===== src/rtl/counter_scheduler.sv =====
// Shared BCD incrementer walking per-slot stopwatch counters held in a single-port RAM,
// with clear-all and a low-priority display read port on the same RAM.
module counter_scheduler #(
  parameter int SLOTS  = 11,
  parameter int DIGITS = 6,
  parameter int AW     = 4,
  localparam int W     = 4 * DIGITS
) (
  input  logic             clk,
  input  logic             reset,
  input  logic             tick,
  input  logic [SLOTS-1:0] en,
  input  logic             clr,
  input  logic             rd_req,
  input  logic [AW-1:0]    rd_sel,
  output logic             rd_valid,
  output logic [W-1:0]     rd_data,
  output logic             busy,
  output logic             overrun,
  output logic [AW-1:0]    mem_addr,
  output logic             mem_we,
  output logic [W-1:0]     mem_wdata,
  input  logic [W-1:0]     mem_rdata
);

  localparam int IW = $clog2(SLOTS + 1);

  typedef enum logic [2:0] {IDLE, SCAN, INC, DREAD, CLEAR} state_e;

  state_e           state_q, state_d;
  logic [IW-1:0]    idx_q, idx_d;
  logic [SLOTS-1:0] en_snap_q, en_snap_d;
  logic             tick_pend_q, tick_pend_d;
  logic             overrun_q, overrun_d;
  logic             rd_valid_q, rd_valid_d;
  logic [W-1:0]     rd_data_q, rd_data_d;

  // Corrupt digits (>9) roll to zero like a 9, so a bad word self-heals on its next count.
  function automatic logic [W-1:0] bcd_inc(input logic [W-1:0] v);
    logic       carry;
    logic [3:0] dg;
    bcd_inc = v;
    carry   = 1'b1;
    for (int i = 0; i < DIGITS; i++) begin
      dg = v[4*i +: 4];
      if (carry) begin
        if (dg >= 4'd9) begin
          bcd_inc[4*i +: 4] = 4'd0;
        end else begin
          bcd_inc[4*i +: 4] = dg + 4'd1;
          carry             = 1'b0;
        end
      end
    end
  endfunction

  // Display handshake: rd_req is a level held until rd_valid pulses for one cycle
  // with rd_data; the request is only taken in an IDLE cycle with no clr or tick.
  always_comb begin
    state_d     = state_q;
    idx_d       = idx_q;
    en_snap_d   = en_snap_q;
    tick_pend_d = tick_pend_q;
    overrun_d   = overrun_q;
    rd_valid_d  = 1'b0;
    rd_data_d   = rd_data_q;
    mem_addr    = AW'(idx_q);
    mem_we      = 1'b0;
    mem_wdata   = '0;

    if (tick && (state_q == SCAN || state_q == INC || state_q == DREAD)) begin
      if (tick_pend_q) overrun_d = 1'b1;
      else             tick_pend_d = 1'b1;
    end

    case (state_q)
      IDLE: begin
        if (clr) begin
          state_d = CLEAR;
          idx_d   = '0;
        end else if (tick || tick_pend_q) begin
          en_snap_d   = en;
          idx_d       = '0;
          tick_pend_d = 1'b0;
          state_d     = SCAN;
        end else if (rd_req) begin
          mem_addr = rd_sel;
          state_d  = DREAD;
        end
      end
      DREAD: begin
        rd_data_d  = mem_rdata;
        rd_valid_d = 1'b1;
        state_d    = IDLE;
      end
      SCAN: begin
        if (idx_q == IW'(SLOTS)) begin
          if (tick_pend_q) begin
            // The pending tick is consumed here, so a fresh tick this cycle just re-arms it.
            tick_pend_d = tick;
            overrun_d   = overrun_q;
            en_snap_d   = en;
            idx_d       = '0;
          end else begin
            state_d = IDLE;
          end
        end else if (en_snap_q[idx_q]) begin
          state_d = INC;
        end else begin
          idx_d = idx_q + 1'b1;
        end
      end
      INC: begin
        mem_we    = 1'b1;
        mem_wdata = bcd_inc(mem_rdata);
        idx_d     = idx_q + 1'b1;
        state_d   = SCAN;
      end
      CLEAR: begin
        mem_we = 1'b1;
        if (idx_q == IW'(SLOTS - 1)) begin
          state_d     = IDLE;
          idx_d       = '0;
          tick_pend_d = 1'b0;
        end else begin
          idx_d = idx_q + 1'b1;
        end
      end
      default: state_d = CLEAR;
    endcase

    if (clr) begin
      state_d    = CLEAR;
      idx_d      = '0;
      mem_we     = 1'b0;
      rd_valid_d = 1'b0;
    end
    if (reset) mem_we = 1'b0;
  end

  always_ff @(posedge clk) begin
    if (reset) begin
      state_q     <= CLEAR;
      idx_q       <= '0;
      en_snap_q   <= '0;
      tick_pend_q <= 1'b0;
      overrun_q   <= 1'b0;
      rd_valid_q  <= 1'b0;
      rd_data_q   <= '0;
    end else begin
      state_q     <= state_d;
      idx_q       <= idx_d;
      en_snap_q   <= en_snap_d;
      tick_pend_q <= tick_pend_d;
      overrun_q   <= overrun_d;
      rd_valid_q  <= rd_valid_d;
      rd_data_q   <= rd_data_d;
    end
  end

  assign busy     = (state_q != IDLE);
  assign overrun  = overrun_q;
  assign rd_valid = rd_valid_q;
  assign rd_data  = rd_data_q;

endmodule


===== config.mk =====
export PLATFORM = sky130hd
export DESIGN_NAME = counter_scheduler
export DESIGN_NICKNAME = d
export VERILOG_FILES = /design/src/rtl/counter_scheduler.sv
export SDC_FILE = /design/constraint.sdc
export NUM_CORES = 1
export LEC_CHECK = 0
export ABC_AREA = 1
export CORE_UTILIZATION = 30
export DETAILED_ROUTE_END_ITERATION = 6
export GPL_TIMING_DRIVEN = 0
export PLACE_DENSITY = 0.6
export SETUP_SLACK_MARGIN = 0.02
export SYNTH_ARGS = -nofsm -noshare
export SYNTH_HDL_FRONTEND = slang
export SYNTH_SLANG_ARGS = --single-unit

===== constraint.sdc =====
create_clock -name clk -period 2.4 [get_ports clk]
set_input_delay 0.48 -clock clk [delete_from_list [all_inputs] [get_ports clk]]
set_output_delay 0.48 -clock clk [all_outputs]
set_load 0.005 [all_outputs]

==> summary.md, run 1 <==
| Metric | Value |
|---|---|
| Setup TNS | -0.00672 ns |
| Antenna diode count | 0 |
| Hold depth | 2 |
| Reg2Reg Launch Point | idx_q[1] |
| Max Cap Viol | 0 |
| Hold path start | overrun |
| Finished Layout Cells | 682 |
| Power per cell area | 348 mW/mm² |
| CP startpoint | mem_rdata[5] |
| Synthesized Nets | 475 |
| Initial core utilization | 31.5% |
| Setup CP Type | in2out |
| Gpl congestion | 0.859 |
| Die area | 0.0102 mm² |
| DIE HEIGHT | 101 µm |
| Rows | 35 |
| CP Capture Type | primary output |
| Vias | 3,138 |
| Crit start category | input port |
| Rel. slew slack | 49.4% |
| Clk slew on worst S/H paths | 0.08 ns |
| First-pass GRT wire length | 13.8 mm |
| GRT busiest layer | met2 |
| CP delay by family, top | simple AND/OR/NAND/NOR gates |
| Initial antenna violation count | 0 |
| M2 GR Usage | 29.3% |
| Fin. Hold Viols | 0 |
| All-layer global routing usage | 16.8% |
| Synth unique cells | 36 |
| Clock sink count | 45 |
| Clock latency at the later pin of the worst-skew pair | 0.30 ns |
| WP data arrival | 1.93 ns |
| Final Cycle Share | 100% |
| Synthesis warning total | 0 |
| Grt total ovfl | 0 |
| Slew Limit Fails | 0 |
| Critical path's slowest cell | nor2_4 |
| H-tree depth | 2 |
| Initial drt markers | 91 |
| Met1 global-route usage | 20.3% |
| Hold Path Class | reg2reg |
| Critical-path maximum fanout | 5 |
| Crit path cell chain | buf_8 -> inv_8 -> ha_4 -> nor2_2 -> nand2_2 -> nand2_2 -> nor2_4 -> nand3_4 -> nor2_8 -> nand2_4 -> buf_6 -> nand2_4 -> o21ai_2 -> nor2_1 -> buf_2 |
| Maximum vdd drop | 0.000189 V |
| Reg2reg path depth | 10 |
| Clock root cell | clkbuf_8 |
| Post-route antenna net violation count | 0 |
| Vias in the first global route | 3,025 |
| Mean Syn Cell Area | 7.18 µm² |
| Met3 Usage GRT | 3.73% |
| Bufs on Longest Clock Path | 2 |
| Core area | 0.00937 mm² |
| Final min period | 2.41 ns |
| TritonCTS clock tree | yes |
| Synth Register Bits | 45 |
| Total CTS buffers | 5 |
| WHS Endpoint | overrun |
| Num ports | 100 |
| Bufs and invs on worst path | 4 |
| FF/Latch Area | 907 µm² |
| Post-synthesis sequential area ratio | 30.5% |
| Hold_buf cts | 0 |
| Cell count after synthesis | 411 |
| Fill cell count | 954 |
| Fmax | 416 MHz |
| Placed Cells | 639 |
| IO buf count | 99 |
| Crit-path max cell delay | 0.15 ns |
| R2R setup slack | 0.72 ns |
| Leakage | 2.09 nW |
| Die span in x | 101 µm |
| Layout Skew | 0.00748 ns |
| Multi-input gate area | 0.00193 mm² |
| CP required | 1.92 ns |
| DR pass1 iterations | 4 |
| Fin nets | 616 |
| Worst slew pin tran | 0.759 ns |
| Routed WL | 8.42 mm |
| DR vias/cell | 4.60 |
| Failing checks | negative setup slack |
| Largest net degree at the start of global routing | 14 |
| Synth Cell Area | 0.00295 mm² |
| DRC Markers | 0 |
| Status | finished, violations left |
| Final setup fails | 1 |
| Post-DP HPWL | 6.10 mm |
| Layout area overhead | 58.2% |
| Final WS setup | -0.00672 ns |
| RSZ-0062 raised after global routing | yes |
| Critical R2R Capture | en_snap_q[8] |
| Share of cells above drive strength 1 | 31.6% |
| Routed WL per cell | 12.4 µm |
state kept, by name, indices dropped and copies added, names as in the netlist:
name	cells
en_snap_q	11
tick_pend_q	1
rd_data	24
idx_q	4
state_q	3
rd_valid	1
overrun	1
timing repair:
| item | in CTS | in global routing |
|---|---|---|
| setup endpoints to repair | 29 | 22 |
| pin swaps | 21 | 14 |
| resized for setup | 148 | 52 |
| buffers inserted | 31 | 6 |
cells in the final DEF (no fill, tap or decap), types with 11 or more instances in the layout:
cell,n
a21oi_1,12
dlygate4sd2_1,19
nand2_1,45
ha_1,14
nor2_2,13
buf_4,32
a211oi_1,21
nand2_2,11
nor2_1,63
nand3_1,21
buf_2,12
inv_2,18
inv_1,49
clkdlybuf4s50_1,51
dfxtp_1,42
cell usage after synthesis:
cell type	n	area (µm²)
a211oi_1	23	173
a211oi_2	8	100
a21oi_1	19	95.1
a21oi_2	3	26.3
a311oi_1	1	8.76
a31oi_1	4	25.0
buf_2	4	20.0
buf_4	3	22.5
buf_6	2	22.5
clkbuf_1	4	15.0
dfxtp_1	45	901
ha_1	20	250
inv_1	61	229
inv_2	9	33.8
inv_4	1	6.26
nand2_1	52	195
nand2_2	7	43.8
nand2_4	2	22.5
nand3_1	23	115
nand3_4	1	17.5
nand3b_2	1	11.3
nand4_1	5	31.3
nor2_1	69	259
nor2_2	11	68.8
nor2_4	3	33.8
nor2_8	1	20.0
nor3_1	6	30.0
nor3_2	1	10.0
nor3_4	2	32.5
nor3b_2	1	12.5
o211ai_1	2	15.0
o21ai_0	10	50.1
o21ai_1	2	10.0
o21ai_2	1	8.76
xnor2_1	2	17.5
xor2_1	2	17.5
where the power goes:
part	leakage [nW]	switching, mW	internal (mW)
combinational	1.67	0.143	0.137
sequential	0.364	0.00197	0.746
clock	0.0585	0.255	0.340
total	2.09	0.400	1.22
per-stage QoR:
stage | setup slack, ns | hold WS, ns | util, % | total power, mW | area [µm²]
final | -0.00672 | 0.453 | 49.8 | 1.62 | 4670
after global routing | -0.102 | 0.474 | 49.8 | 1.70 | 4670
after CTS | -0.0922 | 0.452 | 48.8 | 1.62 | 4580
after detailed placement | -0.955 | 0.444 | 43.8 | 0.981 | 4100
after global placement | -0.956 | 0.441 | 43.8 | 0.978 | 4100
after floorplan | 0.316 | 0.447 | - | 0.864 | 2950
cell type report:
| cell class | count | share of cell area, % |
|---|---|---|
| Multi-Input combinational cell | 282 | 41.3 |
| Timing Repair Buffer | 134 | 25.4 |
| Sequential cell | 45 | 19.4 |
| Inverter | 71 | 6.14 |
| Tap cell | 129 | 3.46 |
| Clock buffer | 7 | 1.85 |
| Buffer | 13 | 1.80 |
| Clock inverter | 1 | 0.643 |
worst max path at each step:
stage	end	cells past startpoint	slack (ns)
finish	mem_wdata[22]	15	-0.007
floorplan	mem_wdata[20]	13	0.32
CTS	mem_wdata[22]	14	-0.09
global placement	mem_wdata[21]	13	-0.96
detailed placement	mem_wdata[21]	13	-0.96
global route	mem_wdata[22]	15	-0.10
tightest hold or removal path, stage by stage, from the launching register on:
cell	delay, ns
dfxtp_1	0.31
inv_1	0.04
a21oi_1	0.05
layer usage:
layer	vias to the layer above	routed length, µm
li1	1609	-
met1	1440	3770
met2	72	3990
met3	17	476
met4	0	195
met5	-	0
kinds of logic (layout without fill, tap and decap cells):
family          after synthesis  count (layout)  synth area share (%)
simple gates                185             185                  30.6
compound gates               73              73                  17.3
xor+xnor                      4               4                  1.19
buf+inv                      84             226                  11.8
fa+ha+maj                    20              20                  8.48
flops                        45              45                  30.5
Note: power is estimated with default switching activity, not from simulation.
==> run 2, diff against run 1 <==
- CTS_CLUSTER_SIZE: unset -> 40
==> results of run 2 <==
The final DEF is identical to that of run 1; final timing and power are the same.
==> run 3, diff against run 2 <==
- CTS_CLUSTER_DIAMETER: unset -> 120
==> results of run 3 <==
The final DEF is identical to that of run 1; final timing and power are the same.
